[config.mk]
export PLATFORM = sky130hd
export DESIGN_NAME = jk_bank_driver_flat
export DESIGN_NICKNAME = d
export VERILOG_FILES = /design/src/rtl/jk_bank_driver_if.sv /design/src/rtl/jk_bank_driver.sv /design/src/flat_wrapper.sv
export SDC_FILE = /design/constraint.sdc
export NUM_CORES = 1
export LEC_CHECK = 0
export ABC_CLOCK_PERIOD_IN_PS = 5050
export CAP_MARGIN = 40
export CELL_PAD_IN_SITES_DETAIL_PLACEMENT = 1
export CELL_PAD_IN_SITES_GLOBAL_PLACEMENT = 1
export CORE_MARGIN = 2
export CORE_UTILIZATION = 35
export DETAILED_ROUTE_END_ITERATION = 8
export PLACE_DENSITY_LB_ADDON = 0.1
export SKIP_LAST_GASP = 1
export SYNTH_ARGS = -nofsm -noshare
export SYNTH_HDL_FRONTEND = slang
export SYNTH_SLANG_ARGS = --single-unit
[constraint.sdc]
create_clock -name clk -period 5.05 [get_ports clk]
set_clock_uncertainty 0.2 [all_clocks]
set_input_delay 0.505 -clock clk [delete_from_list [all_inputs] [get_ports clk]]
set_output_delay 0.505 -clock clk [all_outputs]
set_load 0.03 [all_outputs]
[src/rtl/jk_bank_driver_if.sv]
// Target/bank bundle between a sequence source, jk_bank_driver and a JK flip-flop bank.
// The driver uses the slave view; the source/bank side uses the master view.
interface jk_bank_driver_if #(
  parameter int unsigned N  = 4,
  parameter int unsigned CW = 8
);
  logic          tgt_valid;
  logic          tgt_ready;
  logic [N-1:0]  tgt_data;
  logic          tgt_clr;
  logic [N-1:0]  q_fb;
  logic [N-1:0]  j;
  logic [N-1:0]  k;
  logic          jk_rst;
  logic          done_valid;
  logic          mismatch;
  logic [CW-1:0] err_count;

  modport master (
    output tgt_valid, tgt_data, tgt_clr, q_fb,
    input  tgt_ready, j, k, jk_rst, done_valid, mismatch, err_count
  );

  modport slave (
    input  tgt_valid, tgt_data, tgt_clr, q_fb,
    output tgt_ready, j, k, jk_rst, done_valid, mismatch, err_count
  );
endinterface

[src/rtl/jk_bank_driver.sv]
// Drives a JK flip-flop bank to a requested word for one cycle, then reads it back
// and keeps a saturating count of mismatches.
module jk_bank_driver #(
  parameter int unsigned N       = 4,
  parameter int unsigned CW      = 8,
  parameter bit          DC_MODE = 1'b0
) (
  input logic             clk,
  input logic             reset,
  jk_bank_driver_if.slave bus
);
  typedef enum logic [1:0] {StIdle, StDrive, StCheck} state_e;

  localparam logic [N-1:0] DcMask = {N{DC_MODE}};

  state_e        state_q, state_d;
  logic [N-1:0]  tgt_q, tgt_d;
  logic [N-1:0]  j_q, j_d;
  logic [N-1:0]  k_q, k_d;
  logic          jk_rst_q, jk_rst_d;
  logic          done_q, done_d;
  logic          mism_q, mism_d;
  logic [CW-1:0] err_q, err_d;
  logic          ready;
  logic          accept;

  assign ready  = (state_q == StIdle) && !reset;
  assign accept = bus.tgt_valid && ready;

  always_comb begin
    state_d  = state_q;
    tgt_d    = tgt_q;
    j_d      = j_q;
    k_d      = k_q;
    jk_rst_d = jk_rst_q;
    done_d   = 1'b0;
    mism_d   = mism_q;
    err_d    = err_q;
    unique case (state_q)
      StIdle: begin
        j_d      = '0;
        k_d      = '0;
        jk_rst_d = 1'b0;
        if (accept) begin
          state_d = StDrive;
          if (bus.tgt_clr) begin
            tgt_d    = '0;
            jk_rst_d = 1'b1;
          end else begin
            // Excitation from the live bank value; don't-care bits take DcMask.
            tgt_d = bus.tgt_data;
            j_d   = (~bus.q_fb & bus.tgt_data) | (bus.q_fb & DcMask);
            k_d   = (bus.q_fb & ~bus.tgt_data) | (~bus.q_fb & DcMask);
          end
        end
      end
      StDrive: begin
        j_d      = '0;
        k_d      = '0;
        jk_rst_d = 1'b0;
        state_d  = StCheck;
      end
      StCheck: begin
        done_d = 1'b1;
        mism_d = (bus.q_fb != tgt_q);
        if (mism_d && (err_q != '1)) begin
          err_d = err_q + CW'(1);
        end
        state_d = StIdle;
      end
      default: state_d = StIdle;
    endcase
  end

  always_ff @(posedge clk) begin
    if (reset) begin
      state_q  <= StIdle;
      tgt_q    <= '0;
      j_q      <= '0;
      k_q      <= '0;
      jk_rst_q <= 1'b0;
      done_q   <= 1'b0;
      mism_q   <= 1'b0;
      err_q    <= '0;
    end else begin
      state_q  <= state_d;
      tgt_q    <= tgt_d;
      j_q      <= j_d;
      k_q      <= k_d;
      jk_rst_q <= jk_rst_d;
      done_q   <= done_d;
      mism_q   <= mism_d;
      err_q    <= err_d;
    end
  end

  assign bus.tgt_ready  = ready;
  assign bus.j          = j_q;
  assign bus.k          = k_q;
  assign bus.jk_rst     = jk_rst_q;
  assign bus.done_valid = done_q;
  assign bus.mismatch   = mism_q;
  assign bus.err_count  = err_q;
endmodule

[src/flat_wrapper.sv]
// flat-port wrapper written by rule: the top's interface ports become plain ports
module jk_bank_driver_flat 
#(
  parameter int unsigned N       = 4,
  parameter int unsigned CW      = 8,
  parameter bit          DC_MODE = 1'b0
)
  (clk, reset, bus_tgt_valid, bus_tgt_data, bus_tgt_clr, bus_q_fb, bus_tgt_ready, bus_j, bus_k, bus_jk_rst, bus_done_valid, bus_mismatch, bus_err_count);
  jk_bank_driver_if #(.N(N), .CW(CW)) bus_i ();
  input logic clk;
  input logic reset;
  input wire logic [$bits(bus_i.tgt_valid)-1:0] bus_tgt_valid;
  input wire logic [$bits(bus_i.tgt_data)-1:0] bus_tgt_data;
  input wire logic [$bits(bus_i.tgt_clr)-1:0] bus_tgt_clr;
  input wire logic [$bits(bus_i.q_fb)-1:0] bus_q_fb;
  output wire logic [$bits(bus_i.tgt_ready)-1:0] bus_tgt_ready;
  output wire logic [$bits(bus_i.j)-1:0] bus_j;
  output wire logic [$bits(bus_i.k)-1:0] bus_k;
  output wire logic [$bits(bus_i.jk_rst)-1:0] bus_jk_rst;
  output wire logic [$bits(bus_i.done_valid)-1:0] bus_done_valid;
  output wire logic [$bits(bus_i.mismatch)-1:0] bus_mismatch;
  output wire logic [$bits(bus_i.err_count)-1:0] bus_err_count;
  assign bus_i.tgt_valid = bus_tgt_valid;
  assign bus_i.tgt_data = bus_tgt_data;
  assign bus_i.tgt_clr = bus_tgt_clr;
  assign bus_i.q_fb = bus_q_fb;
  assign bus_tgt_ready = bus_i.tgt_ready;
  assign bus_j = bus_i.j;
  assign bus_k = bus_i.k;
  assign bus_jk_rst = bus_i.jk_rst;
  assign bus_done_valid = bus_i.done_valid;
  assign bus_mismatch = bus_i.mismatch;
  assign bus_err_count = bus_i.err_count;
  jk_bank_driver #(.N(N), .CW(CW), .DC_MODE(DC_MODE)) u_core (.clk(clk), .reset(reset), .bus(bus_i));
endmodule
==> results of run 1 <==
==> through the flow <==
| stage | hold slack (ns) | utilization, % | std cells | instance area, µm² | setup slack (ns) |
|---|---|---|---|---|---|
| detailed placement | 0.259 | 48.1 | 197 | 1470 | 2.33 |
| floorplan | 0.244 | - | 126 | 1120 | 2.80 |
| global placement | 0.251 | 48.1 | 197 | 1470 | 2.36 |
| CTS | 0.279 | 49.1 | 201 | 1500 | 2.34 |
| finish | 0.280 | 49.1 | 201 | 1500 | 2.34 |
| global route | 0.318 | 49.1 | 201 | 1500 | 2.29 |
==> sequential cells by signal, indices dropped and copies added (netlist names) <==
signal	flops
u_core.bus.done_valid	1
u_core.bus.err_count	8
u_core.bus.j	4
u_core.bus.jk_rst	1
u_core.bus.k	4
u_core.bus.mismatch	1
u_core.state_q	2
u_core.tgt_q	4
==> cell type report <==
class                           instances  share of cell area [%]
Multi-Input combinational cell         87                    37.4
Inverter                                9                    2.26
Clock inverter                          1                   0.501
Tap cell                               44                    3.68
Clock buffer                            3                    1.50
Sequential cell                        25                    33.4
Timing Repair Buffer                   32                    21.2
==> power breakdown <==
part	total [mW]	switching, mW	leakage (nW)	internal (mW)
sequential	0.205	0.00370	0.202	0.201
clock	0.0928	0.0626	0.0139	0.0302
combinational	0.0429	0.0240	0.331	0.0189
==> Yosys cell counts (all sizes together), types with 3 or more instances <==
cell,n,area (µm²)
nor2,20,82.6
a21oi,5,25.0
nand3,3,15.0
xor2,4,35.0
clkbuf,3,11.3
or3,5,31.3
dfxtp,25,500
nor3,4,20.0
nand2,7,26.3
inv,9,33.8
nor2b,6,37.5
nand2b,3,18.8
a32oi,8,70.1
mux2,4,45.0
==> worst register-to-register path, delay by kind of cell, from the launching register on <==
family / cells / cell delay [ns]
compound gates: 1 / 0.14
flops: 1 / 0.65
simple gates: 3 / 1.07
==> layer usage <==
metal / global-route usage (%) / vias up
met2: 26.7 / 25
li1: - / 512
met5: 0 / -
met4: 6.52 / 0
met3: 2.56 / 4
met1: 20.6 / 490
==> worst min path at each step <==
| stage | endpoint | slack (ns) | cells past startpoint |
|---|---|---|---|
| floorplan | u_core.tgt_q[0] | 0.24 | 2 |
| global placement | u_core.tgt_q[3] | 0.25 | 2 |
| detailed placement | u_core.tgt_q[2] | 0.26 | 2 |
| CTS | u_core.tgt_q[2] | 0.28 | 2 |
| global route | u_core.tgt_q[1] | 0.32 | 2 |
| finish | u_core.tgt_q[1] | 0.28 | 2 |
==> logic make-up (layout without fill, tap and decap cells) <==
kind of cell,after synthesis,after routing,synth area share (%)
adder cells (fa/ha/maj),1,1,1.12
multiplexers,5,5,4.93
flip-flops,25,25,44.8
AO/OA/AOI/OAI,20,20,13.2
buffers and inverters,14,45,5.04
AND/OR/NAND/NOR,57,57,27.8
XOR/XNOR,4,4,3.14
==> results.toml, run 1 <==
[critical_path]
required_ns = 4.35
end_kind = "output port"
crit_family = "buffers and inverters"
r2r_slack_ns = 2.92
crit_buf_inv = 3
crit_slowest_cell = "clkdlybuf4s50_1"
crit_type = "primary input to output port"
crit_path_max_fanout = 31
path_cells = "clkdlybuf4s50_1, buf_4, nor3_1, clkdlybuf4s50_1"
r2r_start = "u_core.state_q[1]"
crit_path_max_incr_delay_ns = 0.70
cp_common_cell = "clkdlybuf4s50_1"
path_depth = 4
cp.arrival_ns = 2.00
reg2reg_depth = 4
cp-startpoint = "reset"
worstReg2RegEnd = "u_core.bus.err_count[5]"
crit_end = "bus_tgt_ready"
start_kind = "primary input"

[synthesis]
avgSynthCellArea_um2 = 8.87
ys_types = 32
syn_area_um2 = 1120
syn-num-nets = 139
ys.flop_type = "dfxtp_1"
ys_warn_count = 0
ys_ff_latch = 25
yosysSeqAreaShare_pct = 44.8
postSynth.asyncResetShare_pct = 0
synth-edff-count = 0
syn_inst = 126

[final_layout]
regArea_um2 = 500
n_antenna_cell = 0
nets = 171
fillCellCount = 389
multi_input_area_um2 = 561
final_common_cell = "clkdlybuf4s50_1"
area_growth_pct = 34.0
final_cell_mix = "31 x clkdlybuf4s50_1, 25 x dfxtp_1, 19 x nor2_1"
drive_gt1_share_pct = 5.10

[routing]
final_antenna_net_count = 0
wl_met1_um = 1240
drt-total-wl_um = 2620
viasPerCell = 5.13
drcViolationCount = 0
met2_length_um = 1240
route.vias.total = 1031
dr.pass1.iters = 4
wl_met3_um = 99
wl_per_cell_um = 13.0
drtIter0Drc = 17
top_layer_used = "met4"

[floorplan]
die_h_um = 60.5
initial_core_util_pct = 36.6
coreArea_um2 = 3050
ios = 32
die_w_um = 60.5
row_count = 20
dieArea_um2 = 3660

[flow_run]
drv_cap = 0

[cts]
cts_sinks = 25
cts_buffer_depth = 2
clk_pin_slew_worst_paths_ns = 0.15
cts-resized-gates = 0
cts_root_buf = "clkbuf_4"
post-cts-setup-buffers = 0
cts_hold_buf = 0
htreeDepth = 1
cts_buffers = 3
clkLatencyLatePin_ns = 0.32
tritoncts = "done"

[global_routing]
grt_usage_pct = 16.0
antenna_found_initial = 0
grt-ovfl-total = 0
grt_max_degree = 32
grt_pass1_vias = 994
grt_pass1_wl_um = 4370

[sta]
period_needed_ns = 2.71
max_clock_freq_mhz = 369
finalHoldViolCount = 0
rsz0062_at_grt = "no"
tns_ns = 0
timing.final.crit_share_pct = 53.6
slew_violations = 0
max_slew.worst_pin.slew_ns = 0.493
setup_viol = 0
relSlewSlack_pct = 66.9

[power]
ir_drop_v = 0.000129
leakage_nw = 0.547
total_power_mw = 0.340
power_density_nw_per_um2 = 227

[place]
io_buffers = 31
post-dp-hpwl_um = 1920
place_congestion = 0.781

[worst_hold_path]
min_from = "u_core.tgt_q[1]"
worstHoldPathType = "register to register"

[outcome]
status = "complete, no violations"
Note: power is estimated with default switching activity, not from simulation.
==> inputs of run 2 (changes only) <==
--- a/config.mk
+++ b/config.mk
@@ -5,12 +5,12 @@
 export SDC_FILE = /design/constraint.sdc
 export NUM_CORES = 1
 export LEC_CHECK = 0
-export ABC_CLOCK_PERIOD_IN_PS = 5050
+export ABC_CLOCK_PERIOD_IN_PS = 2800
 export CAP_MARGIN = 40
 export CELL_PAD_IN_SITES_DETAIL_PLACEMENT = 1
 export CELL_PAD_IN_SITES_GLOBAL_PLACEMENT = 1
 export CORE_MARGIN = 2
-export CORE_UTILIZATION = 35
+export CORE_UTILIZATION = 34
 export DETAILED_ROUTE_END_ITERATION = 8
 export PLACE_DENSITY_LB_ADDON = 0.1
 export SKIP_LAST_GASP = 1
==> constraint.sdc (replaced) <==
create_clock -name clk -period 2.8 [get_ports clk]
set_clock_uncertainty 0.2 [all_clocks]
set_input_delay 0.28 -clock clk [delete_from_list [all_inputs] [get_ports clk]]
set_output_delay 0.28 -clock clk [all_outputs]
set_load 0.03 [all_outputs]
==> run 2 against run 1 <==
Utilization fell by 0.48 points. Non-clock buffer count unchanged. Worst hold slack got worse by 0.0053 ns. Largest cell class unchanged. Clock-buffer cell count unchanged. Worst setup slack worse by 1.8 ns. Critical path depth down 1. Clock power grew 78%. Combinational power increased by 81%. Sequential share of layout area up 0.056 points. Routed wire length grew 4.8%. Via count fell by 1.2%. Cell count unchanged.
==> results.toml, run 2 (synthesis results as in run 1) <==
[final_layout]
nets = 171
regArea_um2 = 500
multi_input_area_um2 = 561
drive_gt1_share_pct = 5.10
utilization_pct = 48.6
finalInstanceArea_um2 = 1500
n_antenna_cell = 0
area_growth_pct = 33.8
final_common_cell = "clkdlybuf4s50_1"
largest_register_ffs = 8
fillCellCount = 382
final_cell_mix = "31 x clkdlybuf4s50_1, 25 x dfxtp_1, 19 x nor2_1"

[floorplan]
ios = 32
initial_core_util_pct = 36.3
coreArea_um2 = 3080
die_h_um = 61.3
dieArea_um2 = 3760
row_count = 20
die_w_um = 61.3

[cts]
cts_buffers = 3
clk_pin_slew_worst_paths_ns = 0.14
cts-resized-gates = 0
cts_sinks = 25
htreeDepth = 1
cts_root_buf = "clkbuf_4"
cts_hold_buf = 0
clkLatencyLatePin_ns = 0.32
tritoncts = "done"
post-cts-setup-buffers = 0
cts_buffer_depth = 2

[critical_path]
cp.arrival_ns = 1.82
crit_type = "primary input to output port"
end_kind = "output port"
crit_buf_inv = 2
required_ns = 2.32
crit_slowest_cell = "clkdlybuf4s50_1"
crit_path_max_incr_delay_ns = 0.70
r2r_slack_ns = 0.72
crit_path_max_fanout = 11
path_cells = "clkdlybuf4s50_1, nor3_1, clkdlybuf4s50_1"
start_kind = "primary input"
crit_family = "buffers and inverters"
cp_common_cell = "clkdlybuf4s50_1"

[outcome]
status = "complete, no violations"

[flow_run]
drv_cap = 0

[sta]
max_clock_freq_mhz = 435
relSlewSlack_pct = 69.0
finalHoldViolCount = 0
max_slew.worst_pin.slew_ns = 0.462
rsz0062_at_grt = "no"
tns_ns = 0
slew_violations = 0
period_needed_ns = 2.30
setup_viol = 0
timing.final.crit_share_pct = 82.0

[global_routing]
use_met1_pct = 19.8
grt_usage_pct = 16.7
grt.met2_usage_pct = 29.2
use_met3_pct = 2.94
grt_pass1_vias = 1014
grt_pass1_wl_um = 4610
grt-busiest-layer = "met2"
grt_max_degree = 22
antenna_found_initial = 0
grt-ovfl-total = 0

[power]
p_int_mw = 0.450
power_density_nw_per_um2 = 409
combPwrFrac_pct = 12.7
ir_drop_v = 0.000195
power_switching_share_pct = 26.4
clockPowerShare_pct = 27.0
power_frac_seq_pct = 60.3
leakage_nw = 0.551
p_switching_mw = 0.161

[routing]
dr.pass1.iters = 4
wl_per_cell_um = 13.7
route.vias.total = 1019
drtIter0Drc = 23
drcViolationCount = 0
final_antenna_net_count = 0
drt-total-wl_um = 2750
viasPerCell = 5.07

[place]
placed_area_um2 = 1470
post-dp-hpwl_um = 2080
place_congestion = 0.795
io_buffers = 31

[worst_hold_path]
worstHoldPathType = "register to register"
-- run 2: cell count changes in the layout (fill, tap and decap cells not counted) --
cell	before	now
clkinvlp_4	1	0
clkinv_2	0	1
-- run 2: power by group through the flow --
stage	clock network (mW)	logic, mW	registers [mW]
CTS	0.176	0.0788	0.369
detailed placement	0	0.0787	0.376
floorplan	0	0.0370	0.381
global placement	0	0.0761	0.376
global route	0.194	0.0851	0.370
finish	0.165	0.0775	0.369
-- run 2: stage by stage --
stage               total power, mW  instances  worst slack, ns  hold WS (ns)
floorplan                     0.418        126            0.925         0.224
global placement              0.452        197            0.458         0.251
detailed placement            0.455        197            0.380         0.261
CTS                           0.624        201            0.486         0.278
global route                  0.650        201            0.426         0.302
finish                        0.611        201            0.503         0.274
-- run 2: layout make-up --
cell class | count | area share, %
Clock inverter | 1 | 0.335
Timing Repair Buffer | 32 | 21.3
Multi-Input combinational cell | 87 | 37.5
Clock buffer | 3 | 1.51
Tap cell | 44 | 3.68
Sequential cell | 25 | 33.5
Inverter | 9 | 2.26
-- run 2: final timing paths --
kind	cells past startpoint	end	from
max	3	bus_tgt_ready	reset
min	2	u_core.tgt_q[3]	u_core.tgt_q[3]
max reg2reg	4	u_core.bus.err_count[5]	u_core.state_q[1]
min reg2reg	2	u_core.tgt_q[3]	u_core.tgt_q[3]
-- run 2: metal layers --
layer,up-vias,part of all wire (%)
li1,508,-
met3,4,3.4
met4,0,1.3
met2,21,52
met1,486,43
met5,-,0
-- run 2: worst reg2reg max path, cell delays in order (launching register included) --
cell and delay [ns]:
dfxtp_1 0.63, nand2b_1 0.22, or3_1 0.40, or4_1 0.42, a21oi_1 0.16
==> inputs of run 3 (changes only) <==
--- a/config.mk
+++ b/config.mk
@@ -5,12 +5,12 @@
 export SDC_FILE = /design/constraint.sdc
 export NUM_CORES = 1
 export LEC_CHECK = 0
-export ABC_CLOCK_PERIOD_IN_PS = 2800
+export ABC_CLOCK_PERIOD_IN_PS = 1970
 export CAP_MARGIN = 40
 export CELL_PAD_IN_SITES_DETAIL_PLACEMENT = 1
 export CELL_PAD_IN_SITES_GLOBAL_PLACEMENT = 1
 export CORE_MARGIN = 2
-export CORE_UTILIZATION = 34
+export CORE_UTILIZATION = 30
 export DETAILED_ROUTE_END_ITERATION = 8
 export PLACE_DENSITY_LB_ADDON = 0.1
 export SKIP_LAST_GASP = 1
==> constraint.sdc (replaced) <==
create_clock -name clk -period 1.97 [get_ports clk]
set_clock_uncertainty 0.2 [all_clocks]
set_input_delay 0.197 -clock clk [delete_from_list [all_inputs] [get_ports clk]]
set_output_delay 0.197 -clock clk [all_outputs]
set_load 0.03 [all_outputs]
==> run 3 against run 2 <==
Worst setup slack worse by 0.40 ns. Cell count rose by 5.5%. Via count is 4.4% higher. Non-clock buffer count up 7. Largest power group unchanged. Highest routed layer unchanged. First-iteration DRC count rose by 110%. Power increased by 57%. Routed wire length up 8.3%. Register-to-register slack got worse by 0.54 ns. Sequential share of layout area down 1.7 points. Worst hold slack worse by 0.0020 ns. Critical path type is now register to output port. Clock power grew 93%.
==> results.toml, run 3 (synthesis results as in run 1) <==
[power]
leakage_nw = 0.592
power_density_nw_per_um2 = 610
total_power_mw = 0.961
clockPowerShare_pct = 33.2
ir_drop_v = 0.000310
power_frac_seq_pct = 54.2
combPwrFrac_pct = 12.6
p_int_mw = 0.712
p_switching_mw = 0.249
power_switching_share_pct = 25.9

[outcome]
status = "complete, no violations"

[final_layout]
final_cells = 212
nets = 178
largest_register_ffs = 8
area_growth_pct = 40.9
fillCellCount = 448
drive_gt1_share_pct = 10.4
multi_input_area_um2 = 563
regArea_um2 = 500
final_cell_mix = "30 x clkdlybuf4s50_1, 25 x dfxtp_1, 18 x nor2_1"
finalInstanceArea_um2 = 1570
final_common_cell = "clkdlybuf4s50_1"
utilization_pct = 43.3
n_antenna_cell = 0

[critical_path]
cp.arrival_ns = 1.47
end_kind = "output port"
required_ns = 1.57
cp-startpoint = "u_core.bus.err_count[3]"
crit_slowest_cell = "clkdlybuf4s50_1"
start_kind = "register"
crit_family = "buffers and inverters"
crit_path_max_fanout = 7
r2r_start = "u_core.state_q[1]"
path_cells = "clkdlybuf4s50_1"
crit_type = "register to output port"
crit_path_max_incr_delay_ns = 0.72
crit_buf_inv = 1

[sta]
slew_violations = 0
relSlewSlack_pct = 75.8
rsz0062_at_grt = "no"
finalHoldViolCount = 0
period_needed_ns = 1.86
setup_viol = 0
max_clock_freq_mhz = 537
timing.final.crit_share_pct = 94.6
whs_ns = 0.272
tns_ns = 0
max_slew.worst_pin.slew_ns = 0.360
setup_ws_ns = 0.107

[routing]
viasPerCell = 5.02
final_antenna_net_count = 0
drcViolationCount = 0
drt-total-wl_um = 2980
drtIter0Drc = 48
wl_per_cell_um = 14.1
route.vias.total = 1064
dr.pass1.iters = 4

[worst_hold_path]
worstHoldPathType = "register to register"
min_from = "u_core.tgt_q[3]"

[global_routing]
grt_max_degree = 31
grt_usage_pct = 15.7
grt_pass1_wl_um = 5180
grt_pass1_vias = 1169
grt-ovfl-total = 0
antenna_found_initial = 0

[place]
dp.cells = 208
placed_area_um2 = 1520
preCtsSetupSlack_ns = -0.167
io_buffers = 31
place_congestion = 0.769
post-dp-hpwl_um = 2210

[cts]
cts_buffer_depth = 2
cts_sinks = 25
clkLatencyLatePin_ns = 0.27
tritoncts = "done"
clk_pin_slew_worst_paths_ns = 0.09
post-cts-setup-buffers = 0
htreeDepth = 1
cts_root_buf = "clkbuf_8"
cts_buffers = 3

[flow_run]
drv_cap = 0

[floorplan]
ios = 32
die_h_um = 65.0
initial_core_util_pct = 30.8
row_count = 22
dieArea_um2 = 4230
die_w_um = 65.0
coreArea_um2 = 3630
run 3: cell count changes in the layout (fill, tap and decap cells not counted), sizes merged:
cell,before,now
clkinv,1,0
clkdlybuf4s50,31,30
buf,1,9
clkinvlp,0,1
run 3: routing by layer:
metal,vias to the layer above,global-route usage (%),share of wire (%)
li1,524,-,-
met1,509,17.3,42
met2,24,29.3,52
met3,7,2.43,3.7
met4,0,7.29,2.0
met5,-,0,0
run 3: worst paths after layout:
check,end,slack [ns],cells after the start
worst max-delay path,bus_err_count[3],0.11,1
worst min-delay path,u_core.tgt_q[3],0.27,2
worst max register to register,u_core.tgt_q[2],0.18,4
worst min register to register,u_core.tgt_q[3],0.27,2
run 3: area by class of cell:
cell class	instances	share of cell area [%]
Tap cell	48	3.82
Sequential cell	25	31.8
Inverter	9	2.15
Clock buffer	3	2.62
Multi-Input combinational cell	87	35.8
Clock inverter	1	0.477
Timing Repair Buffer	39	23.4
run 3: timing repair:
item / in CTS / in global routing
hold buffers: 0 / 0
setup endpoints to repair: 0 / 3
gates resized for setup: 0 / 1
run 3: power groups by stage:
| stage | logic (mW) | clock network (mW) | registers (mW) |
|---|---|---|---|
| global placement | 0.118 | 0 | 0.532 |
| detailed placement | 0.122 | 0 | 0.533 |
| finish | 0.121 | 0.319 | 0.521 |
| floorplan | 0.0526 | 0 | 0.541 |
| global route | 0.132 | 0.353 | 0.523 |
| CTS | 0.123 | 0.327 | 0.521 |
